[config.mk]
export PLATFORM = sky130hd
export DESIGN_NAME = uart_rx_param
export DESIGN_NICKNAME = d
export VERILOG_FILES = /design/src/rtl/uart_pkg.sv /design/src/rtl/uart_baud_tick.sv /design/src/rtl/uart_rx_param.sv
export SDC_FILE = /design/constraint.sdc
export NUM_CORES = 1
export LEC_CHECK = 0
export BUFFER_PORTS_ARGS = -buffer_cell sky130_fd_sc_hd__buf_2
export CAP_MARGIN = 20
export CORE_MARGIN = 2
export CORE_UTILIZATION = 55
export DETAILED_ROUTE_END_ITERATION = 8
export HOLD_SLACK_MARGIN = 0.15
export MAX_ROUTING_LAYER = met4
export PLACE_DENSITY = 0.74
export SLEW_MARGIN = 20
export SYNTH_ARGS = -nofsm -noshare
export SYNTH_HDL_FRONTEND = slang
export SYNTH_SLANG_ARGS = --single-unit
export TNS_END_PERCENT = 10
[constraint.sdc]
create_clock -name clk -period 4.08 [get_ports clk]
set_input_delay 0 -clock clk [delete_from_list [all_inputs] [get_ports clk]]
set_output_delay 0 -clock clk [all_outputs]
set_load 0.02 [all_outputs]
[src/rtl/uart_pkg.sv]
// Shared UART types and defaults: frame-state and parity-mode encodings,
// default oversampling and prescaler constants, and the 2-of-3 vote helper.
package uart_pkg;

  typedef enum logic [1:0] {
    PAR_NONE = 2'd0,
    PAR_EVEN = 2'd1,
    PAR_ODD  = 2'd2
  } parity_mode_e;

  typedef enum logic [2:0] {
    IDLE,
    START,
    DATA,
    PARITY,
    STOP
  } rx_state_e;

  localparam int DEF_OVERSAMPLE = 16;
  localparam int DEF_CLK_DIV    = 27;

  function automatic logic vote3(input logic a, input logic b, input logic c);
    return (a & b) | (a & c) | (b & c);
  endfunction

endpackage

[src/rtl/uart_baud_tick.sv]
// CLK_DIV prescaler producing a one-clk sample tick. A synchronous restart
// realigns the tick phase to an external event such as a start-bit edge.
module uart_baud_tick
  import uart_pkg::*;
#(
  parameter int CLK_DIV = DEF_CLK_DIV
) (
  input  logic clk,
  input  logic rst_n,
  input  logic restart,
  output logic tick
);

  localparam int W = (CLK_DIV > 1) ? $clog2(CLK_DIV) : 1;
  localparam logic [W-1:0] LAST = W'(CLK_DIV - 1);

  logic [W-1:0] cnt;

  always_ff @(posedge clk or negedge rst_n) begin
    if (!rst_n) begin
      cnt <= '0;
    end else if (restart || cnt == LAST) begin
      cnt <= '0;
    end else begin
      cnt <= cnt + 1'b1;
    end
  end

  assign tick = !restart && (cnt == LAST);

endmodule

[src/rtl/uart_rx_param.sv]
// Parametrised UART receiver with mid-bit sampling and a valid/ready output.
// Define UART_RX_MAJORITY_EN to take each bit as a 2-of-3 vote around mid-bit.
module uart_rx_param
  import uart_pkg::*;
#(
  parameter int DATA_BITS   = 8,
  parameter int PARITY_MODE = 1,
  parameter int STOP_BITS   = 1,
  parameter int OVERSAMPLE  = DEF_OVERSAMPLE,
  parameter int CLK_DIV     = DEF_CLK_DIV
) (
  input  logic                 clk,
  input  logic                 rst_n,
  input  logic                 data_rx,
  output logic [DATA_BITS-1:0] rx_data,
  output logic                 rx_valid,
  input  logic                 rx_ready,
  output logic                 parity_err,
  output logic                 frame_err,
  output logic                 overrun_err,
  output logic                 busy
);

  localparam parity_mode_e PMODE = parity_mode_e'(PARITY_MODE);
  localparam int HALF = OVERSAMPLE / 2;
`ifdef UART_RX_MAJORITY_EN
  // Decide on the last of the three vote ticks; later bits keep the same phase.
  localparam int FIRST_SAMPLE = HALF + 1;
`else
  localparam int FIRST_SAMPLE = HALF;
`endif
  localparam int TW = $clog2(OVERSAMPLE);
  localparam int BW = $clog2(DATA_BITS);
  localparam logic [TW-1:0] START_PT = TW'(FIRST_SAMPLE - 1);
  localparam logic [TW-1:0] BIT_PT   = TW'(OVERSAMPLE - 1);
  localparam logic [BW-1:0] LAST_BIT = BW'(DATA_BITS - 1);

  rx_state_e state, state_next;

  logic                 sync1, rx_s, rx_prev;
  logic                 tick, start_edge, sample_pt, bit_val;
  logic [TW-1:0]        tick_cnt;
  logic [BW-1:0]        bit_cnt;
  logic [DATA_BITS-1:0] shift_reg;
  logic                 par_bad, frame_bad, brk, word_done;

  always_ff @(posedge clk or negedge rst_n) begin
    if (!rst_n) begin
      sync1   <= 1'b1;
      rx_s    <= 1'b1;
      rx_prev <= 1'b1;
    end else begin
      sync1   <= data_rx;
      rx_s    <= sync1;
      rx_prev <= rx_s;
    end
  end

  uart_baud_tick #(.CLK_DIV(CLK_DIV)) u_tick (
    .clk     (clk),
    .rst_n   (rst_n),
    .restart (start_edge),
    .tick    (tick)
  );

`ifdef UART_RX_MAJORITY_EN
  logic [1:0] hist;

  always_ff @(posedge clk or negedge rst_n) begin
    if (!rst_n) begin
      hist <= 2'b11;
    end else if (tick) begin
      hist <= {hist[0], rx_s};
    end
  end

  assign bit_val = vote3(hist[1], hist[0], rx_s);
`else
  assign bit_val = rx_s;
`endif

  always_ff @(posedge clk or negedge rst_n) begin
    if (!rst_n) begin
      state <= IDLE;
    end else begin
      state <= state_next;
    end
  end

  always_comb begin
    state_next = state;
    unique case (state)
      IDLE:   if (start_edge) state_next = START;
      START:  if (sample_pt) state_next = bit_val ? IDLE : DATA;
      DATA:   if (sample_pt && bit_cnt == LAST_BIT)
                state_next = (PMODE == PAR_NONE) ? STOP : PARITY;
      PARITY: if (sample_pt) state_next = STOP;
      STOP: begin
        // A low stop bit (break) holds here until the line returns high.
        if (brk) begin
          if (rx_s) state_next = IDLE;
        end else if (sample_pt) begin
          if (bit_cnt != '0) state_next = IDLE;
          else if (bit_val && STOP_BITS == 1) state_next = IDLE;
        end
      end
      default: state_next = IDLE;
    endcase
  end

  always_comb begin
    busy       = (state != IDLE);
    start_edge = (state == IDLE) && rx_prev && !rx_s;
    sample_pt  = 1'b0;
    if (tick) begin
      unique case (state)
        START:        sample_pt = (tick_cnt == START_PT);
        DATA, PARITY: sample_pt = (tick_cnt == BIT_PT);
        STOP:         sample_pt = !brk && (tick_cnt == BIT_PT);
        default:      sample_pt = 1'b0;
      endcase
    end
  end

  always_ff @(posedge clk or negedge rst_n) begin
    if (!rst_n) begin
      tick_cnt  <= '0;
      bit_cnt   <= '0;
      shift_reg <= '0;
      par_bad   <= 1'b0;
      frame_bad <= 1'b0;
      brk       <= 1'b0;
      word_done <= 1'b0;
    end else begin
      word_done <= 1'b0;
      if (start_edge || sample_pt) begin
        tick_cnt <= '0;
      end else if (tick && busy) begin
        tick_cnt <= tick_cnt + 1'b1;
      end
      if (sample_pt) begin
        bit_cnt <= ((state == DATA && bit_cnt != LAST_BIT) || state == STOP) ?
                   bit_cnt + 1'b1 : '0;
      end
      if (start_edge) par_bad <= 1'b0;
      if (state == IDLE) brk <= 1'b0;
      if (sample_pt) begin
        unique case (state)
          DATA:   shift_reg <= {bit_val, shift_reg[DATA_BITS-1:1]};
          PARITY: par_bad <= ((^shift_reg) ^ bit_val) != (PMODE == PAR_ODD);
          STOP: begin
            if (bit_cnt == '0) begin
              frame_bad <= !bit_val;
              brk       <= !bit_val;
              word_done <= 1'b1;
            end
          end
          default: ;
        endcase
      end
    end
  end

  always_ff @(posedge clk or negedge rst_n) begin
    if (!rst_n) begin
      rx_data     <= '0;
      rx_valid    <= 1'b0;
      parity_err  <= 1'b0;
      frame_err   <= 1'b0;
      overrun_err <= 1'b0;
    end else begin
      overrun_err <= 1'b0;
      if (word_done) begin
        if (!rx_valid || rx_ready) begin
          rx_data    <= shift_reg;
          rx_valid   <= 1'b1;
          parity_err <= par_bad;
          frame_err  <= frame_bad;
        end else begin
          overrun_err <= 1'b1;
        end
      end else if (rx_valid && rx_ready) begin
        rx_valid   <= 1'b0;
        parity_err <= 1'b0;
        frame_err  <= 1'b0;
      end
    end
  end

endmodule

-- Word-level counts from Yosys, hierarchy flattened
Cells that the tools add are included.
- flip-flop bits (word level): 42
- output and inout bits: 13
- logic and storage cells: 100
- add/subtract/negate cells: 3
- equal/unequal tests: 15
- muxes and demuxes: 35
- bitwise logic cells: 1
- reduce and logical (&&, ||, !) cells: 29
- operator list (kind ; number):
    $mux W3 ; 9
    $mux W1 ; 20
    $pmux W3 S5 ; 1
    $logic_and A1 B1 Y1 ; 8
    $mux W4 ; 2
    $ne A2 B2 Y1 const B ; 4
    $reduce_xor A8 Y1 ; 1
    $eq A3 B2 Y1 const B ; 2
    $eq A3 B3 Y1 const B ; 2
    $logic_not A3 Y1 ; 2
    $ne A3 B3 Y1 const B ; 2
    $reduce_and A2 Y1 ; 3
    $reduce_bool A3 Y1 ; 2
    $add A5 B1 Y5 const B ; 1
    $eq A5 B5 Y1 const B ; 1
    $mux W5 ; 1
    $reduce_and A5 Y1 ; 1
    $add A4 B1 Y4 const B ; 1
    $eq A4 B3 Y1 const B ; 1
    $eq A4 B4 Y1 const B ; 1
    $logic_not A1 Y1 ; 4
    $logic_or A1 B1 Y1 ; 4
    $reduce_bool A2 Y1 ; 2
    $add A3 B1 Y3 const B ; 1
    other kinds (7) ; 7

-- Longest topological paths before layout
Gate-level depths: netlist of the first run.
- depth after elaboration: 9
- mapped depth: 6
- mapped depth without buffers: 6

-- Modules after synthesis
A second synthesis of the first run with hierarchy kept.
- cells, all modules: 176
- area total of the unflattened synthesis: 2124.5 um^2
- by module, submodules not included (module ; instances ; cells each ; area each (um^2) ; seq. area each (um^2)):
    uart_rx_param ; 1 ; 153 ; 1849.3 ; 929.6
    uart_baud_tick ; 1 ; 23 ; 275.3 ; 125.1

-- Least setup slack after synthesis of the first run
OpenSTA, ideal clock, no wires.
- path kind: register -> register
- start point: register u_tick.cnt[0]
- end point: register shift_reg[0]
- library setup time: 125 ps
- data arrival time: 1707 ps
- setup slack: 2248 ps
- stages on the path, launching flop included: 7
- buffers on the path: 0
- period minus slack after synthesis: 1832 ps
- cell sequence: dfrtp_1 inv_1 ha_1 and4b_1 nand3_4 nor3b_4 mux2_2
- longest elaborated chain between the ends: 4
- ends and longest elaborated chain (item ; line ; RTL):
    start: declaration ; uart_baud_tick.sv:17 ; logic [W-1:0] cnt;
    start signal: assignment ; uart_baud_tick.sv:25 ; cnt <= cnt + 1'b1;
    $eq A5 B5 Y1 ; uart_baud_tick.sv:29 ; assign tick = !restart && (cnt == LAST);
    $logic_and A1 B1 Y1 ; uart_baud_tick.sv:29 ;
    $mux W1 ; uart_rx_param.sv:115 ; if (tick) begin
    $reduce_and A2 Y1 (no source line) ; n/a ;
    end signal: assignment ; uart_rx_param.sv:149 ; DATA: shift_reg <= {bit_val, shift_reg[DATA_BITS-1:1]};
    end: declaration ; uart_rx_param.sv:44 ; logic [DATA_BITS-1:0] shift_reg;
No other way between the ends.
A chain may end at the register's enable or synchronous reset.

-- Final worst setup path of the first run
- start point: register u_tick.cnt[0]
- end point: register shift_reg[3]
The elaborated chain is that of the path after synthesis.

==> results of run 1 <==
[area by class of cell]
| class | count | area, um^2 |
|---|---|---|
| tap | 46 | 57.6 |
| clock buffer | 6 | 41.3 |
| timing repair buffer | 19 | 110 |
| fill | 271 | 1190 |
| inverter | 7 | 26.3 |
| multi-input combinational | 109 | 902 |
| sequential | 42 | 1050 |
| clock inverter | 2 | 37.5 |
[layout by cell type, fill, tap and decap left out, types with 3 or more instances in the layout]
cell / count
dfrtp_1: 39
mux2_2: 16
buf_2: 16
nand2_1: 11
nor2_1: 9
inv_1: 7
xnor2_1: 7
o21ai_0: 7
a21oi_1: 6
ha_1: 6
clkbuf_4: 5
mux2i_1: 4
nand3_1: 3
xor2_1: 3
nand2b_1: 3
dfstp_2: 3
dlygate4sd3_1: 3
[kinds of logic after synthesis]
family                     share of synthesized area (%)
and+or+nand+nor                                     15.2
DFF                                                 52.4
AOI/OAI and AO/OA                                   8.96
muxes                                               11.5
buffers and inverters                               2.74
xor gates and xnor gates                            5.47
adders and majority gates                           3.73
[worst paths after layout]
path	end	start
max in group asynchronous	u_tick.cnt[4]$_DFF_PN0_	rst_n
hold / removal	sync1$_DFF_PN1_	data_rx
min in group asynchronous	frame_bad$_DFFE_PN0P_	rst_n
setup / recovery	shift_reg[3]$_DFFE_PN0P_	u_tick.cnt[0]$_DFF_PN0_
hold reg to reg	bit_val$_DFF_PN1_	sync1$_DFF_PN1_
setup reg to reg	shift_reg[3]$_DFFE_PN0P_	u_tick.cnt[0]$_DFF_PN0_
[power by group through the flow]
stage | Clock (mW) | Combinational (mW) | Sequential (mW)
after floorplan | 0 | 0.0846 | 0.495
after global placement | 0 | 0.104 | 0.500
after detailed placement | 0 | 0.112 | 0.504
after CTS | 0.275 | 0.116 | 0.498
after global routing | 0.293 | 0.134 | 0.503
final | 0.267 | 0.113 | 0.498
[critical path: stages (launching register included)]
cell,delay (ps)
dfrtp_1,440
inv_1,70
ha_1,150
and4b_1,300
nand3_4,160
nor3b_4,430
mux2_2,390
[repair_timing]
action / CTS / global route
buffers inserted: 0 / 0
endpoints found under the setup margin: 0 / 0
endpoints found under the hold margin: 44 / 0
hold buffers: 3 / 0
[metal layers]
metal / up-vias / routed length (um) / GRT usage [%]
li1: 617 / - / -
met1: 631 / 1650 / 27.5
met2: 20 / 1630 / 30.7
met3: 4 / 110 / 4.69
met4: 0 / 41 / 5.59
met5: - / 0 / -
[per-stage QoR]
stage | hold WS (ps) | util, %
after CTS | 267 | 65.3
after global placement | 106 | 62.1
after detailed placement | 107 | 62.1
final | 298 | 65.3
after floorplan | -296 | -
after global routing | 271 | 65.3
==> results.toml, run 1 <==
[run_status]
outcome = "complete, no violations"

[min_path]
hold_path_class = "in2reg"
hold_depth = 2

[clock_network]
path_clk_slew_ps = 130
cts_sinks = 42
cts_tree = "built"
cts_buffers = 5
cts_max_path_buffers = 2
clkLatencyLatePin_ps = 350
cts_root_buf = "clkbuf_4"
post_cts_resized = 0
ctsHtreeMaxLevel = 2

[floorplan]
fp.dieH_um = 64.5
die_w_um = 64.5
start_util_pct = 58.9
core_um2 = 3420
dieArea_um2 = 4160
num_io_pins = 17
rows = 21

[timing]
finalWorstSetupSlack_ps = 2040
skew_ps = 11.1
relSlewSlack_pct = 39.1
fin_setup_tns_ps = 0
worst_slew_pin_slew_ps = 914
setup_viol = 0
rsz0062_at_grt = "no"
slew_violations = 0
fin_crit_ps = 2040
finalCritPeriodShare_pct = 50.0
fmax_ghz = 0.490
hold_viol = 0

[synth]
syn_area_per_cell_um2 = 12.3
synth_cell_type_count = 48
synth_top_area_cell = "dfrtp_1"
syn_area_um2 = 2010
yosys-top-cells-area = "dfrtp_1 49%, mux2_2 9.0%, dfstp_2 3.9%"
synth_edf_count = 0
synthCells = 163
ys_seq_area_share_pct = 52.4
syn-num-nets = 173
synth.most_common_cell = "dfrtp_1"
synth_top_area_share_pct = 48.5
synth_seq_cells = 42
yosys_warnings = 0
synth_commonest_cells = "39 x dfrtp_1, 16 x mux2_2, 11 x nand2_1"
synth_ff_type = "dfrtp_1"
async_flop_share_pct = 100

[detailed_routing]
drc = 0
vias_per_cell = 5.51
dr.first_iter.drc_count = 54
wl_um = 3430
dr.pass1.iters = 4
wl_per_cell_um = 14.9
ant_nets = 0
vias = 1272

[placed_design]
placed_cells = 220
io_buffers = 16
place_ws_ps = 2060
dp_hpwl_um = 2390
place_area_um2 = 2120
gp_congestion = 0.792

[cells_and_area]
finalInstanceArea_um2 = 2230
drive_above_1_share_pct = 27.6
syn_to_final_growth_pct = 10.8
fin_cells = 231
fin_nets = 194
antenna_cells = 0

[run]
max-cap-violations = 0

[grt]
grt_overflow = 0
grt_max_degree = 43
antenna_found_initial = 0
gr-usage-all-layers_pct = 20.2
grt_pass1_wl_um = 6200
first_global_vias = 1307

[power_and_ir_drop]
power_frac_clock_pct = 30.4
combPwrFrac_pct = 12.9
p_sw_uw = 240
worst_ir_drop_vdd_mv = 0.331
power_uw = 878
seq_power_share_pct = 56.7
p_int_uw = 639
swShare_pct = 27.3
power.density_nw_per_um2 = 394
p_leak_nw = 1.04

[setup_path]
endpoint_kind = "flop"
path_max_fanout = 8
cp-start-kind = "flop"
crit_required_ps = 4330
reg2reg_depth = 6
path_class = "reg2reg"
arrival_ps = 2290
worst-r2r-setup-slack_ps = 2040
No activity file was read; power rests on OpenSTA's default activity.
==> run 2: changes to the inputs <==
Settings changed: CORE_UTILIZATION 55 to 53, PLACE_DENSITY 0.74 to 0.75.
Clock period 4.08 ns to 1.78 ns, I/O delays scaled along.
==> run 2 against run 1 <==
Compared with the run above:
- the flow now finishes with violations (setup timing)
- die area is 3.5% higher
- non-clock buffer count rose by 27
- clock skew decreased by 3.1 ps
- wire length up 11%
- total power up 140%
- critical path type unchanged
==> results.toml, run 2 (synthesized netlist as in run 1, its figures left out) <==
[floorplan]
fp.dieH_um = 65.6
die_w_um = 65.6
num_io_pins = 17
rows = 22
dieArea_um2 = 4300
core_um2 = 3660
start_util_pct = 55.0

[power_and_ir_drop]
power.density_nw_per_um2 = 835
p_leak_nw = 1.20
power_mw = 2.10
worst_ir_drop_vdd_mv = 0.736

[clock_network]
ctsHtreeMaxLevel = 2
cts_max_path_buffers = 2
clkLatencyLatePin_ps = 300
cts_root_buf = "clkbuf_8"
cts_buffers = 5
path_clk_slew_ps = 80
cts_sinks = 42
cts_tree = "built"

[cells_and_area]
final_cell_mix = "37 x dfrtp_1, 26 x buf_4, 16 x buf_2"
ff_latch_area_um2 = 1060
mostFrequentLayoutCell = "dfrtp_1"
fin_nets = 221
drive_above_1_share_pct = 40.6
syn_to_final_growth_pct = 25.1
fillers = 279
antenna_cells = 0
multi_input_area_um2 = 960

[setup_path]
arrival_ps = 2060
endpoint_kind = "flop"
crit_required_ps = 2000
path_max_fanout = 2
path_class = "reg2reg"
cp-start-kind = "flop"

[detailed_routing]
dr.first_iter.drc_count = 71
wl_um = 3800
dr.pass1.iters = 4
ant_nets = 0
vias = 1390
drc = 0
vias_per_cell = 5.35
wl_per_cell_um = 14.6

[timing]
hold_viol = 0
relSlewSlack_pct = 57.8
finalCritPeriodShare_pct = 103
setup_viol = 10
skew_ps = 8.01
finalWorstSetupSlack_ps = -56.3
rsz0062_at_grt = "yes"
fin_crit_ps = 1840
slew_violations = 0
worst_slew_pin_slew_ps = 632
fin_setup_tns_ps = -413
fmax_ghz = 0.545

[run_status]
outcome = "finished with violations"
violations = "setup timing"

[placed_design]
gp_congestion = 0.793
io_buffers = 16
place_ws_ps = -100
dp_hpwl_um = 2710

[grt]
first_global_vias = 1513
grt_pass1_wl_um = 6620
grt_busiest_layer = "met2"
met2_usage_pct = 36.4
grtUsageMet3_pct = 5.82
grt_overflow = 0
grt_use_met1_pct = 23.8
gr-usage-all-layers_pct = 21.4
antenna_found_initial = 0
grt_max_degree = 30

[run]
max-cap-violations = 0

[min_path]
hold_path_class = "in2async"
-- run 2: cell type report --
type	count	area share (%)
repair buffers	46	12.9
well taps	48	2.39
clock buffers	5	2.73
multi-input cells	109	38.1
clock inverters	3	0.746
flip-flops and latches	42	42.0
inverters	7	1.04
-- run 2: per-layer routing --
| metal | wire [um] | vias to the layer above |
|---|---|---|
| met5 | 0 | - |
| met4 | 60 | 0 |
| met3 | 99 | 6 |
| met2 | 2000 | 17 |
| met1 | 1640 | 697 |
| li1 | - | 670 |
-- run 2: through the flow --
stage,hold slack (ps),std cells,area (um^2),util [%]
detailed placement,61.4,240,2270,62.0
global placement,34.9,240,2270,62.0
finish,245,260,2520,68.7
CTS,269,255,2440,66.5
floorplan,-296,163,2010,-
global route,310,260,2520,68.7
-- run 2: worst paths after layout --
kind / from / end / slack (ps) / cells after the start
min in group clk: data_rx / sync1$_DFF_PN1_ / 360 / 2
min: rst_n / rx_valid$_DFFE_PN0P_ / 240 / 2
max reg2reg: bit_cnt[0]$_DFFE_PN0P_ / bit_cnt[0]$_DFFE_PN0P_ / -60 / 6
min reg2reg: sync1$_DFF_PN1_ / bit_val$_DFF_PN1_ / 360 / 0
max in group asynchronous: rst_n / bit_val$_DFF_PN1_ / 890 / 3
max: bit_cnt[0]$_DFFE_PN0P_ / bit_cnt[0]$_DFFE_PN0P_ / -60 / 6
-- run 2: critical path: stages, from the launching register on --
cell and delay, ps:
dfrtp_1 390, ha_2 200, ha_4 150, or3b_4 370
a21oi_2 140, or4b_1 440, o21ai_1 80
-- run 2: timing repair --
item | 4_1_cts | 5_1_grt
resized for setup | 5 | 13
hold endpoints to repair | 31 | 0
setup buffers | 4 | 5
pin swaps | 4 | 5
hold buffers | 3 | 0
endpoints found under the setup margin | 10 | 18
-- run 2: power by group --
| group | internal (mW) | switching, mW |
|---|---|---|
| registers | 1.05 | 0.0756 |
| clock network | 0.276 | 0.328 |
| logic | 0.188 | 0.185 |
